==> config.mk <==
export PLATFORM = sky130hd
export DESIGN_NAME = digit_recognition_core
export DESIGN_NICKNAME = d
export VERILOG_FILES = /design/src/rtl/digit_recognition_core.sv
export SDC_FILE = /design/constraint.sdc
export NUM_CORES = 1
export LEC_CHECK = 0
export ABC_AREA = 1
export BUFFER_PORTS_ARGS = -buffer_cell sky130_fd_sc_hd__buf_2
export CORE_ASPECT_RATIO = 2
export CORE_MARGIN = 2
export CORE_UTILIZATION = 50
export CTS_CLUSTER_SIZE = 25
export DETAILED_ROUTE_END_ITERATION = 10
export PLACE_DENSITY_LB_ADDON = 0.05
export SLEW_MARGIN = 20
export SYNTH_ARGS = -nofsm -noshare
export SYNTH_HDL_FRONTEND = slang
export SYNTH_SLANG_ARGS = --single-unit
==> constraint.sdc <==
create_clock -name clk -period 7.84 [get_ports clk]
set_input_delay 1.568 -clock clk [delete_from_list [all_inputs] [get_ports clk]]
set_output_delay 1.568 -clock clk [all_outputs]
set_load 0.05 [all_outputs]
==> src/rtl/digit_recognition_core.sv <==
// Bounding-box and stroke-feature digit recogniser driven by an external pixel address generator.
// Three frames: row scan finds top/bottom, column scan finds left/right, a final row scan extracts features.
module digit_recognition_core #(
  parameter int H_PIX = 640,
  parameter int V_PIX = 480
) (
  input  logic        clk,
  input  logic        rst,
  input  logic [9:0]  iRow,
  input  logic [9:0]  iCol,
  input  logic        iHscan,
  input  logic        iVscan,
  input  logic [9:0]  iPixel,
  output logic [19:0] oRow,
  output logic [19:0] oCol,
  output logic [1:0]  oFinish,
  output logic [9:0]  oBWrgb,
  output logic [5:0]  oRecognition,
  output logic [3:0]  oDigital,
  output logic        oFin
);

  typedef enum logic [1:0] {S_TB, S_LR, S_REC, S_DONE} phase_e;

  localparam logic [9:0] LAST_ROW = 10'(V_PIX - 1);
  localparam logic [9:0] LAST_COL = 10'(H_PIX - 1);

  phase_e     phase_q, phase_d;
  logic [9:0] top_q, top_d, bottom_q, bottom_d, left_q, left_d, right_q, right_d;
  logic       row_found_q, row_found_d, col_found_q, col_found_d;
  logic [1:0] cross_q, cross_d;
  logic       prev_q, prev_d, prev_eff;
  logic       ul_q, ul_d, ur_q, ur_d, ll_q, ll_d, lr_q, lr_d;
  logic [5:0] rec_q, rec_d;
  logic [3:0] digit_q, digit_d;

  logic       fg, last_pix, in_rows, row_en, col_en, rec_en, rec_end;
  logic [9:0] h, mid, r1, r2;
  logic [10:0] width, height;
  logic       narrow, on_border;
  logic [5:0] feat_d;

  assign fg       = (iPixel == 10'h3FF);
  assign last_pix = (iRow == LAST_ROW) && (iCol == LAST_COL);
  assign in_rows  = (iRow >= top_q) && (iRow <= bottom_q);

  // Each phase listens only to its own scan strobe; a stray strobe of the other kind is ignored.
  assign row_en  = (phase_q == S_TB)  && iHscan;
  assign col_en  = (phase_q == S_LR)  && iVscan && in_rows;
  assign rec_en  = (phase_q == S_REC) && iHscan;
  assign rec_end = rec_en && last_pix;

  assign h      = bottom_q - top_q;
  assign mid    = 10'(({1'b0, left_q} + {1'b0, right_q}) >> 1);
  assign r1     = top_q + 10'(h >> 2);
  assign r2     = top_q + 10'(({2'b00, h} * 12'd3) >> 2);
  assign width  = {1'b0, right_q} - {1'b0, left_q} + 11'd1;
  assign height = {1'b0, h} + 11'd1;
  assign narrow = width < (height >> 2);

  assign on_border = (((iRow == top_q) || (iRow == bottom_q)) && (iCol >= left_q) && (iCol <= right_q))
                  || (((iCol == left_q) || (iCol == right_q)) && in_rows);

  function automatic logic [3:0] decode(input logic [5:0] f);
    case (f)
      6'b10_1111: decode = 4'd0;
      6'b11_0110: decode = 4'd2;
      6'b11_0101: decode = 4'd3;
      6'b01_1101: decode = 4'd4;
      6'b11_1001: decode = 4'd5;
      6'b11_1011: decode = 4'd6;
      6'b01_0101: decode = 4'd7;
      6'b11_1111: decode = 4'd8;
      6'b11_1101: decode = 4'd9;
      default:    decode = 4'hF;
    endcase
  endfunction

  always_ff @(posedge clk) begin
    if (!rst) phase_q <= S_TB;
    else      phase_q <= phase_d;
  end

  always_comb begin
    phase_d = phase_q;
    case (phase_q)
      S_TB:    if (iHscan && last_pix) phase_d = S_LR;
      S_LR:    if (iVscan && last_pix) phase_d = S_REC;
      S_REC:   if (iHscan && last_pix) phase_d = S_DONE;
      default: phase_d = S_DONE;
    endcase
  end

  always_comb begin
    oFinish = 2'b00;
    oFin    = 1'b0;
    oBWrgb  = 10'h000;
    case (phase_q)
      S_LR:   oFinish = 2'b01;
      S_REC: begin
        oFinish = 2'b11;
        oBWrgb  = on_border ? 10'h3FF : iPixel;
      end
      S_DONE: begin
        oFinish = 2'b11;
        oFin    = 1'b1;
      end
      default: ;
    endcase
  end

  // Bounding box: top is the first foreground row, bottom the last; columns are min/max so scan order is irrelevant.
  always_comb begin
    top_d       = top_q;
    bottom_d    = bottom_q;
    left_d      = left_q;
    right_d     = right_q;
    row_found_d = row_found_q;
    col_found_d = col_found_q;
    if (row_en && fg) begin
      if (!row_found_q) top_d = iRow;
      bottom_d    = iRow;
      row_found_d = 1'b1;
    end
    if (col_en && fg) begin
      if (!col_found_q || (iCol < left_q))  left_d  = iCol;
      if (!col_found_q || (iCol > right_q)) right_d = iCol;
      col_found_d = 1'b1;
    end
  end

  // The previous-pixel history at column mid is forced to background on the top row of the box.
  always_comb begin
    cross_d  = cross_q;
    prev_d   = prev_q;
    ul_d     = ul_q;
    ur_d     = ur_q;
    ll_d     = ll_q;
    lr_d     = lr_q;
    prev_eff = (iRow == top_q) ? 1'b0 : prev_q;
    if (rec_en) begin
      if ((iCol == mid) && in_rows) begin
        if (fg && !prev_eff && (cross_q != 2'd3)) cross_d = cross_q + 2'd1;
        prev_d = fg;
      end
      if (fg && (iRow == r1)) begin
        if ((iCol >= left_q) && (iCol < mid))   ul_d = 1'b1;
        if ((iCol > mid) && (iCol <= right_q))  ur_d = 1'b1;
      end
      if (fg && (iRow == r2)) begin
        if ((iCol >= left_q) && (iCol < mid))   ll_d = 1'b1;
        if ((iCol > mid) && (iCol <= right_q))  lr_d = 1'b1;
      end
    end
    feat_d  = {cross_d, ul_d, ur_d, ll_d, lr_d};
    rec_d   = rec_q;
    digit_d = digit_q;
    if (rec_end) begin
      rec_d   = feat_d;
      digit_d = narrow ? 4'd1 : decode(feat_d);
    end
  end

  always_ff @(posedge clk) begin
    if (!rst) begin
      top_q       <= '0;
      bottom_q    <= '0;
      left_q      <= '0;
      right_q     <= '0;
      row_found_q <= 1'b0;
      col_found_q <= 1'b0;
      cross_q     <= '0;
      prev_q      <= 1'b0;
      ul_q        <= 1'b0;
      ur_q        <= 1'b0;
      ll_q        <= 1'b0;
      lr_q        <= 1'b0;
      rec_q       <= '0;
      digit_q     <= 4'hF;
    end else begin
      top_q       <= top_d;
      bottom_q    <= bottom_d;
      left_q      <= left_d;
      right_q     <= right_d;
      row_found_q <= row_found_d;
      col_found_q <= col_found_d;
      cross_q     <= cross_d;
      prev_q      <= prev_d;
      ul_q        <= ul_d;
      ur_q        <= ur_d;
      ll_q        <= ll_d;
      lr_q        <= lr_d;
      rec_q       <= rec_d;
      digit_q     <= digit_d;
    end
  end

  assign oRow         = {top_q, bottom_q};
  assign oCol         = {left_q, right_q};
  assign oRecognition = rec_q;
  assign oDigital     = digit_q;

endmodule

==> results of run 1 <==
-- where the power goes --
part / switching [mW] / total [mW] / internal (mW) / leakage (nW)
combinational: 0.0616 / 0.0950 / 0.0334 / 4.02
sequential: 0.000110 / 0.310 / 0.310 / 0.491
clock: 0.151 / 0.396 / 0.245 / 0.138
total: 0.213 / 0.802 / 0.589 / 4.65
-- final cells by class --
class                   count  area, um^2  area share (%)
clock buffers              10         229            2.79
clock inverters             6        63.8           0.777
inverters                 219         822            10.0
multi-input cells         825        5140            62.6
flip-flops and latches     61        1220            14.9
well taps                 192         240            2.93
repair buffers             98         495            6.03
-- layout by cell type, fill, tap and decap left out, types with 2 or more instances in the layout --
cell        netlist  layout
nand2_2           8       8
a21oi_1         102     102
buf_4             2       2
a211oi_1          2       2
nand3_1          51      51
o211ai_1          9       9
ha_1            124     124
o21ai_0          64      64
buf_2             0      96
fa_1              6       6
xnor2_1          15      15
clkbuf_16         0       9
nand3b_1          5       5
o21ai_1           3       3
o21a_1            4       4
a21o_1            6       6
xor2_1           34      34
clkinvlp_4        0       2
a31oi_1           3       3
inv_2             6       6
nand4_1          25      25
nor2_1           73      73
or2_2             2       2
nand2_1         247     247
nor4_1            2       2
o21bai_1         10      10
inv_1           212     212
clkinv_2          0       2
nor3_1            6       6
nor2_2           13      13
dfxtp_1          61      61
-- synth_stat cells (all sizes together), types with 2 or more instances --
cell    number
nand4       25
nor2        87
xor2        34
or2          3
fa           6
a211oi       2
ha         124
xnor2       15
o21ai       67
nand3b       5
a21boi       2
a31oi        3
a21oi      103
nor3         6
dfxtp       61
a21o         6
o211ai       9
inv        218
nand2      255
clkbuf      16
o21a         4
nand3       51
buf          2
o21bai      10
nor4         2
-- logic make-up after synthesis --
family | count (synthesis) | synth area share (%)
and+or+nand+nor | 436 | 25.7
buffers and inverters | 237 | 12.4
AOI/OAI and AO/OA | 209 | 15.8
adders and majority gates | 130 | 23.0
DFF | 61 | 16.8
xor gates and xnor gates | 50 | 6.24
-- flip-flops by register name, indices dropped and copies added, names as in the netlist --
register,flops
bottom_q,10
left_q,10
right_q,10
top_q,10
oRecognition,6
oDigital,4
cross_q,2
phase_q,2
col_found_q,1
ll_q,1
lr_q,1
prev_q,1
row_found_q,1
ul_q,1
ur_q,1
-- critical path: cells and delay by family, from the launching register on --
family                     cells  cell delay [ps]
AOI/OAI and AO/OA              3              650
xor gates and xnor gates       2              460
adders and majority gates      4             1370
buffers and inverters          5              480
DFF                            1              420
and+or+nand+nor               21             2400
-- final timing paths --
| check | from | to | slack, ps |
|---|---|---|---|
| setup reg to reg | bottom_q[0]$_SDFFE_PN0P_ | oDigital[3]$_SDFFE_PN1P_ | 1930 |
| hold / removal | col_found_q$_SDFFE_PN0P_ | col_found_q$_SDFFE_PN0P_ | 470 |
| hold reg to reg | col_found_q$_SDFFE_PN0P_ | col_found_q$_SDFFE_PN0P_ | 470 |
| setup / recovery | bottom_q[0]$_SDFFE_PN0P_ | oDigital[3]$_SDFFE_PN1P_ | 1930 |
-- per-stage QoR --
stage          setup WS [ps]  instances  util, %
3_5_place_dp            2060       1395     55.5
4_1_cts                 2050       1411     57.5
2_1_floorplan           2790       1123        -
6_report                1930       1411     57.5
5_1_grt                 1560       1411     57.5
3_3_place_gp            2130       1395     55.5
-- routing by layer --
layer  wire, um  GRT usage, %
met5          0             0
met4       2210          25.9
met3       1010          5.37
met2      12300          55.2
met1       7760          28.7
==> results.yml, run 1 <==
sta:
  max_freq_ghz: 0.169
  finClkSkew_ps: 4.59
  tightest_slew_ps: 855
  finalSetupViolCount: 0
  min_period_ps: 5910
  rsz0062_at_grt: "no"
  hold_viol: 0
  setup_tns_ps: 0
  whs_ps: 471
  slew-limit-headroom_pct: 43.0
  period_share_pct: 75.3
  slew_viol_final: 0
clock_tree:
  ctsHoldBuffers: 0
  cts_buffer_depth: 2
  cts_tree: "built"
  cts_resized: 0
  worstSkewPairLatency_ps: 340
  cts.sinks: 61
  h-tree-depth: 3
  clkTransAtPathRegs_ps: 60
  cts_setup_buffers: 0
  numCtsBuffers: 9
  root_buffer: "clkbuf_16"
setup_path:
  crit_path_max_incr_delay_ps: 420
  critPathSlowestCell: "dfxtp_1"
  r2r_cells: 35
  worstPathRequired_ps: 8070
  critPathArrivalTime_ps: 6140
  critPathKind: "flip-flop to flip-flop"
  cp-end-kind: "flip-flop"
  cp_common_cell: "nand2_1"
  path_max_fanout: 5
  timing.critical_path.from_type: "flip-flop"
synthesis:
  ys.flop_type: "dfxtp_1"
  syn_area_mm2: 0.00726
  ys_seq_elements: 61
  synthArstFlopShare_pct: 0
  synth-seq-area-share_pct: 16.8
  yosysTopAreaCellShare_pct: 21.4
  avgSynthCellArea_um2: 6.46
  post_synth_num_cell_types: 40
  syn-num-nets: 1287
  synth_area_leader_cell: "ha_1"
  yosys_warnings: 0
  syn_inst: 1123
  synth_edf_count: 0
  synth_area_leaders: "ha_1 21%, dfxtp_1 17%, nand2_1 13%"
floorplanning:
  core_mm2: 0.0143
  die_w_um: 89.2
  num_rows: 62
  initial_utilization_pct: 50.8
  ioPinCount: 97
  dieArea_mm2: 0.0156
  dieHeight_um: 174
grt:
  grt_pass1_wl_um: 36300
  grt_overflow: 0
  antenna_found_initial: 0
  grt_pass1_vias: 7410
  track_usage_pct: 31.0
  grt_max_degree: 50
outcome:
  status: "completed"
route:
  via_per_inst: 5.33
  drtIter0Drc: 262
  drtPass1Iterations: 5
  vias: 7522
  wire_per_inst_um: 16.5
  drt_wl_total_um: 23200
  final_antenna_net_count: 0
  drc: 0
place:
  port_buffers: 96
  dp_hpwl_um: 19200
  postPlaceCellArea_mm2: 0.00792
  gp_congestion: 0.981
run:
  cap_violations: 0
power_and_ir_drop:
  power-per-cell-area_mw_per_mm2: 97.6
  ir_drop_mv: 0.131
  p_total_uw: 802
  total_leakage_power_nw: 4.65
finish:
  stdcell_area_mm2: 0.00821
  synthToLayoutAreaGrowth_pct: 13.1
  fillCellCount: 1516
  finalNetCount: 1378
  n_antenna_cell: 0
  drive_gt1_share_pct: 11.9
min_path:
  hold_class: "flip-flop to flip-flop"
  hold_path_depth: 2
No activity file was read; power rests on OpenSTA's default activity.
==> run 2, diff against run 1 <==
- clock period: 7.84 -> 5.7 ns (I/O delays scaled with it)
==> results.yml, run 2 (synthesis results as in run 1) <==
finish:
  synthToLayoutAreaGrowth_pct: 14.3
  stdcell_area_mm2: 0.00829
  finalNonFillerCells: 1415
  drive_gt1_share_pct: 12.8
  final_cell_mix: "247 x nand2_1, 212 x inv_1, 124 x ha_1"
  finalNetCount: 1382
  n_antenna_cell: 0
  final_common_cell: "nand2_1"
setup_path:
  critPathTopFamily: "simple AND/OR/NAND/NOR gates"
  timing.critical_path.from_type: "flip-flop"
  critPathKind: "flip-flop to flip-flop"
  crit_buf_inv: 4
  crit_path_max_incr_delay_ps: 400
  cp_common_cell: "nand2_1"
  cp-end-kind: "flip-flop"
  path_max_fanout: 5
  critPathArrivalTime_ps: 5530
  worstPathRequired_ps: 5940
  critPathSlowestCell: "fa_1"
grt:
  track_usage_pct: 30.8
  grt_pass1_vias: 7352
  grt_max_degree: 50
  antenna_found_initial: 0
  grt_overflow: 0
  grt_pass1_wl_um: 36100
sta:
  fin_ws_ps: 406
  period_share_pct: 92.9
  min_period_ps: 5290
  max_freq_ghz: 0.189
  finalSetupViolCount: 0
  slew_viol_final: 0
  tightest_slew_ps: 884
  slew-limit-headroom_pct: 41.1
  finClkSkew_ps: 8.11
  hold_viol: 0
clock_tree:
  ctsHoldBuffers: 0
  h-tree-depth: 3
  cts.sinks: 61
  cts_tree: "built"
  clkTransAtPathRegs_ps: 60
  worstSkewPairLatency_ps: 350
  cts_buffer_depth: 2
  root_buffer: "clkbuf_16"
  numCtsBuffers: 9
power_and_ir_drop:
  ir_drop_mv: 0.180
  total_leakage_power_nw: 4.68
  power-per-cell-area_mw_per_mm2: 142
floorplanning:
  dieHeight_um: 174
  num_rows: 62
  die_w_um: 89.2
  ioPinCount: 97
  initial_utilization_pct: 50.8
  dieArea_mm2: 0.0156
  core_mm2: 0.0143
place:
  dp_hpwl_um: 19100
  pre_cts_ws_ps: 400
  gp_congestion: 0.977
  port_buffers: 96
  placed_cells_incl_taps: 1396
  postPlaceCellArea_mm2: 0.00793
route:
  drc: 0
  wire_per_inst_um: 16.5
  drtIter0Drc: 321
  via_per_inst: 5.36
  vias: 7580
  final_antenna_net_count: 0
  drtPass1Iterations: 5
  drt_wl_total_um: 23300
outcome:
  status: "completed"
min_path:
  hold_class: "flip-flop to flip-flop"
run:
  cap_violations: 0
[run 2: changes by cell type in the layout (fill, tap and decap cells not counted), sizes merged]
cell | before | now
buf | 98 | 102
bufinv | 1 | 2
clkbuf | 10 | 9
clkinvlp | 2 | 1
inv | 218 | 219
[run 2: area by class of cell]
| class | count | area (um^2) |
|---|---|---|
| Inverter | 219 | 822 |
| Multi-Input combinational cell | 825 | 5160 |
| Sequential cell | 61 | 1220 |
| Clock inverter | 7 | 98.8 |
| Clock buffer | 9 | 225 |
| Fill cell | 1521 | 5980 |
| Timing Repair Buffer | 102 | 526 |
| Tap cell | 192 | 240 |
[run 2: where the power goes]
group / switching (mW) / internal (mW)
clock: 0.234 / 0.385
sequential: 0.000154 / 0.426
combinational: 0.0863 / 0.0461
[run 2: per-layer routing]
metal | routed length, um | GRT usage, %
met1 | 8210 | 28.7
met3 | 742 | 4.37
met5 | 0 | 0
met4 | 1870 | 21.8
met2 | 12500 | 57.4
[run 2: worst reg2reg max path, delay by kind of cell (launching register included)]
kind            cells  cell delay (ps)
simple gates       23             2140
fa+ha+maj           4             1360
compound gates      4              590
flops               1              380
buf+inv             4              360
xor+xnor            2              350
[run 2: stage by stage]
stage               hold slack [ps]  utilization, %  power (mW)  TNS (ps)
floorplan                       441               -       0.513         0
global placement                455            55.5       0.566         0
detailed placement              453            55.5       0.567         0
CTS                             471            57.8        1.19         0
global route                    503            58.1        1.22     -47.1
finish                          472            58.1        1.18         0
[run 2: final timing paths]
path,startpoint,to,slack [ps],cells after the start
worst max-delay path,bottom_q[0]$_SDFFE_PN0P_,oDigital[0]$_SDFFE_PN1P_,410,37
worst min-delay path,oDigital[2]$_SDFFE_PN1P_,oDigital[2]$_SDFFE_PN1P_,470,2
worst max register to register,bottom_q[0]$_SDFFE_PN0P_,oDigital[0]$_SDFFE_PN1P_,410,37
worst min register to register,oDigital[2]$_SDFFE_PN1P_,oDigital[2]$_SDFFE_PN1P_,470,2
[run 2: timing repair]
action                     CTS  global route
gates resized for setup      0             7
setup buffers                0             3
setup endpoints to repair    0             4
==> run 3, diff against run 2 <==
- MAX_ROUTING_LAYER: not set -> met4
==> results.yml, run 3 (synthesis results as in run 1) <==
finish:
  synthToLayoutAreaGrowth_pct: 13.9
  finalNetCount: 1379
  n_antenna_cell: 0
  final_cell_mix: "247 x nand2_1, 210 x inv_1, 122 x ha_1"
  fillCellCount: 1529
  drive_gt1_share_pct: 13.0
  final_common_cell: "nand2_1"
setup_path:
  timing.critical_path.from_type: "flip-flop"
  critPathKind: "flip-flop to flip-flop"
  r2r_cells: 37
  cp-endpoint: "oDigital[0]$_SDFFE_PN1P_"
  cp_common_cell: "nand2_1"
  path_max_fanout: 5
  cp-end-kind: "flip-flop"
  r2r-start: "bottom_q[0]$_SDFFE_PN0P_"
  setup.worst_path.start: "bottom_q[0]$_SDFFE_PN0P_"
  critPathArrivalTime_ps: 5400
  critPathSlowestCell: "ha_1"
  rr_endpoint: "oDigital[0]$_SDFFE_PN1P_"
  worstPathRequired_ps: 5940
  rrSetupSlack_ps: 540
  crit_path_max_incr_delay_ps: 380
route:
  drtPass1Iterations: 4
  drtIter0Drc: 230
  vias: 7432
  drc: 0
  drt_wl_total_um: 23000
  via_per_inst: 5.26
  final_antenna_net_count: 0
  wire_per_inst_um: 16.3
sta:
  max_freq_ghz: 0.194
  period_share_pct: 90.6
  slew_viol_final: 0
  rsz0062_at_grt: "no"
  slew-limit-headroom_pct: 37.1
  tightest_slew_ps: 935
  finalSetupViolCount: 0
  setup_tns_ps: 0
  min_period_ps: 5160
  finClkSkew_ps: 7.09
  hold_viol: 0
  whs_ps: 465
outcome:
  status: "completed"
clock_tree:
  numCtsBuffers: 9
  root_buffer: "clkbuf_16"
  worstSkewPairLatency_ps: 350
  cts_buffer_depth: 2
  clkTransAtPathRegs_ps: 60
  h-tree-depth: 3
  ctsHoldBuffers: 0
  cts.sinks: 61
  cts_setup_buffers: 0
  cts_resized: 0
  cts_tree: "built"
place:
  gp_congestion: 0.967
  port_buffers: 96
  dp_hpwl_um: 19100
power_and_ir_drop:
  swShare_pct: 27.8
  internal-power_uw: 810
  power-per-cell-area_mw_per_mm2: 136
  clockPowerShare_pct: 50.3
  net-switching-power_uw: 313
  seqPwrFrac_pct: 38.0
  ir_drop_mv: 0.174
  total_leakage_power_nw: 4.65
  pwr-share-comb_pct: 11.8
grt:
  grt_pass1_wl_um: 36200
  track_usage_pct: 31.6
  grt_max_degree: 50
  grt_overflow: 0
  antenna_found_initial: 0
  grt_pass1_vias: 7393
floorplanning:
  dieArea_mm2: 0.0156
  die_w_um: 89.2
  core_mm2: 0.0143
  ioPinCount: 97
  dieHeight_um: 174
  num_rows: 62
  initial_utilization_pct: 50.8
run:
  cap_violations: 0
min_path:
  min_from: "col_found_q$_SDFFE_PN0P_"
  hold_class: "flip-flop to flip-flop"
[run 3: cell types whose count changed in the layout (fill, tap and decap cells not counted), sizes merged]
cell and change:
bufinv -1, inv -1, buf -3, clkbuf +1, clkinvlp +1
[run 3: cell type report]
type	count	area, um^2	area share [%]
Multi-Input combinational cell	825	5180	62.7
Timing Repair Buffer	99	503	6.09
Clock inverter	6	63.8	0.772
Clock buffer	10	229	2.77
Tap cell	192	240	2.91
Inverter	219	822	9.95
Sequential cell	61	1220	14.8
[run 3: worst min path at each step]
stage	endpoint	slack (ps)	depth (start not counted)
2_1_floorplan	row_found_q$_SDFFE_PN0P_	440	2
6_report	col_found_q$_SDFFE_PN0P_	470	2
3_5_place_dp	oDigital[1]$_SDFFE_PN1P_	460	2
5_1_grt	oDigital[0]$_SDFFE_PN1P_	510	2
3_3_place_gp	row_found_q$_SDFFE_PN0P_	450	2
4_1_cts	col_found_q$_SDFFE_PN0P_	470	2
[run 3: through the flow]
| step | instances | area, um^2 | power, mW | utilization, % | worst slack, ps |
|---|---|---|---|---|---|
| after detailed placement | 1396 | 7930 | 0.567 | 55.5 | 336 |
| after global routing | 1412 | 8270 | 1.16 | 57.9 | 15.2 |
| after CTS | 1412 | 8220 | 1.13 | 57.6 | 322 |
| final | 1412 | 8270 | 1.12 | 57.9 | 536 |
| after floorplan | 1123 | 7260 | 0.513 | - | 647 |
| after global placement | 1396 | 7930 | 0.566 | 55.5 | 485 |
[run 3: metal layers]
| layer | up-vias | part of all wire, % | global-route usage (%) |
|---|---|---|---|
| met5 | - | 0 | - |
| met4 | 0 | 7.4 | 21.1 |
| met3 | 83 | 2.8 | 3.56 |
| met2 | 173 | 55 | 57.1 |
| met1 | 3369 | 35 | 29.6 |
| li1 | 3807 | - | - |
[run 3: power groups by stage]
stage | Combinational, mW | Sequential (mW) | Clock, mW
4_1_cts | 0.132 | 0.427 | 0.572
3_5_place_dp | 0.131 | 0.436 | 0
6_report | 0.132 | 0.427 | 0.564
2_1_floorplan | 0.0771 | 0.436 | 0
3_3_place_gp | 0.130 | 0.436 | 0
5_1_grt | 0.151 | 0.426 | 0.587
[run 3: worst max-delay path, delay by kind of cell, from the launching register on]
kind	cells	cell delay, ps
buffers and inverters	4	350
XOR/XNOR	2	360
adder cells (fa/ha/maj)	4	1290
AND/OR/NAND/NOR	23	2130
flip-flops	1	350
AO/OA/AOI/OAI	4	560
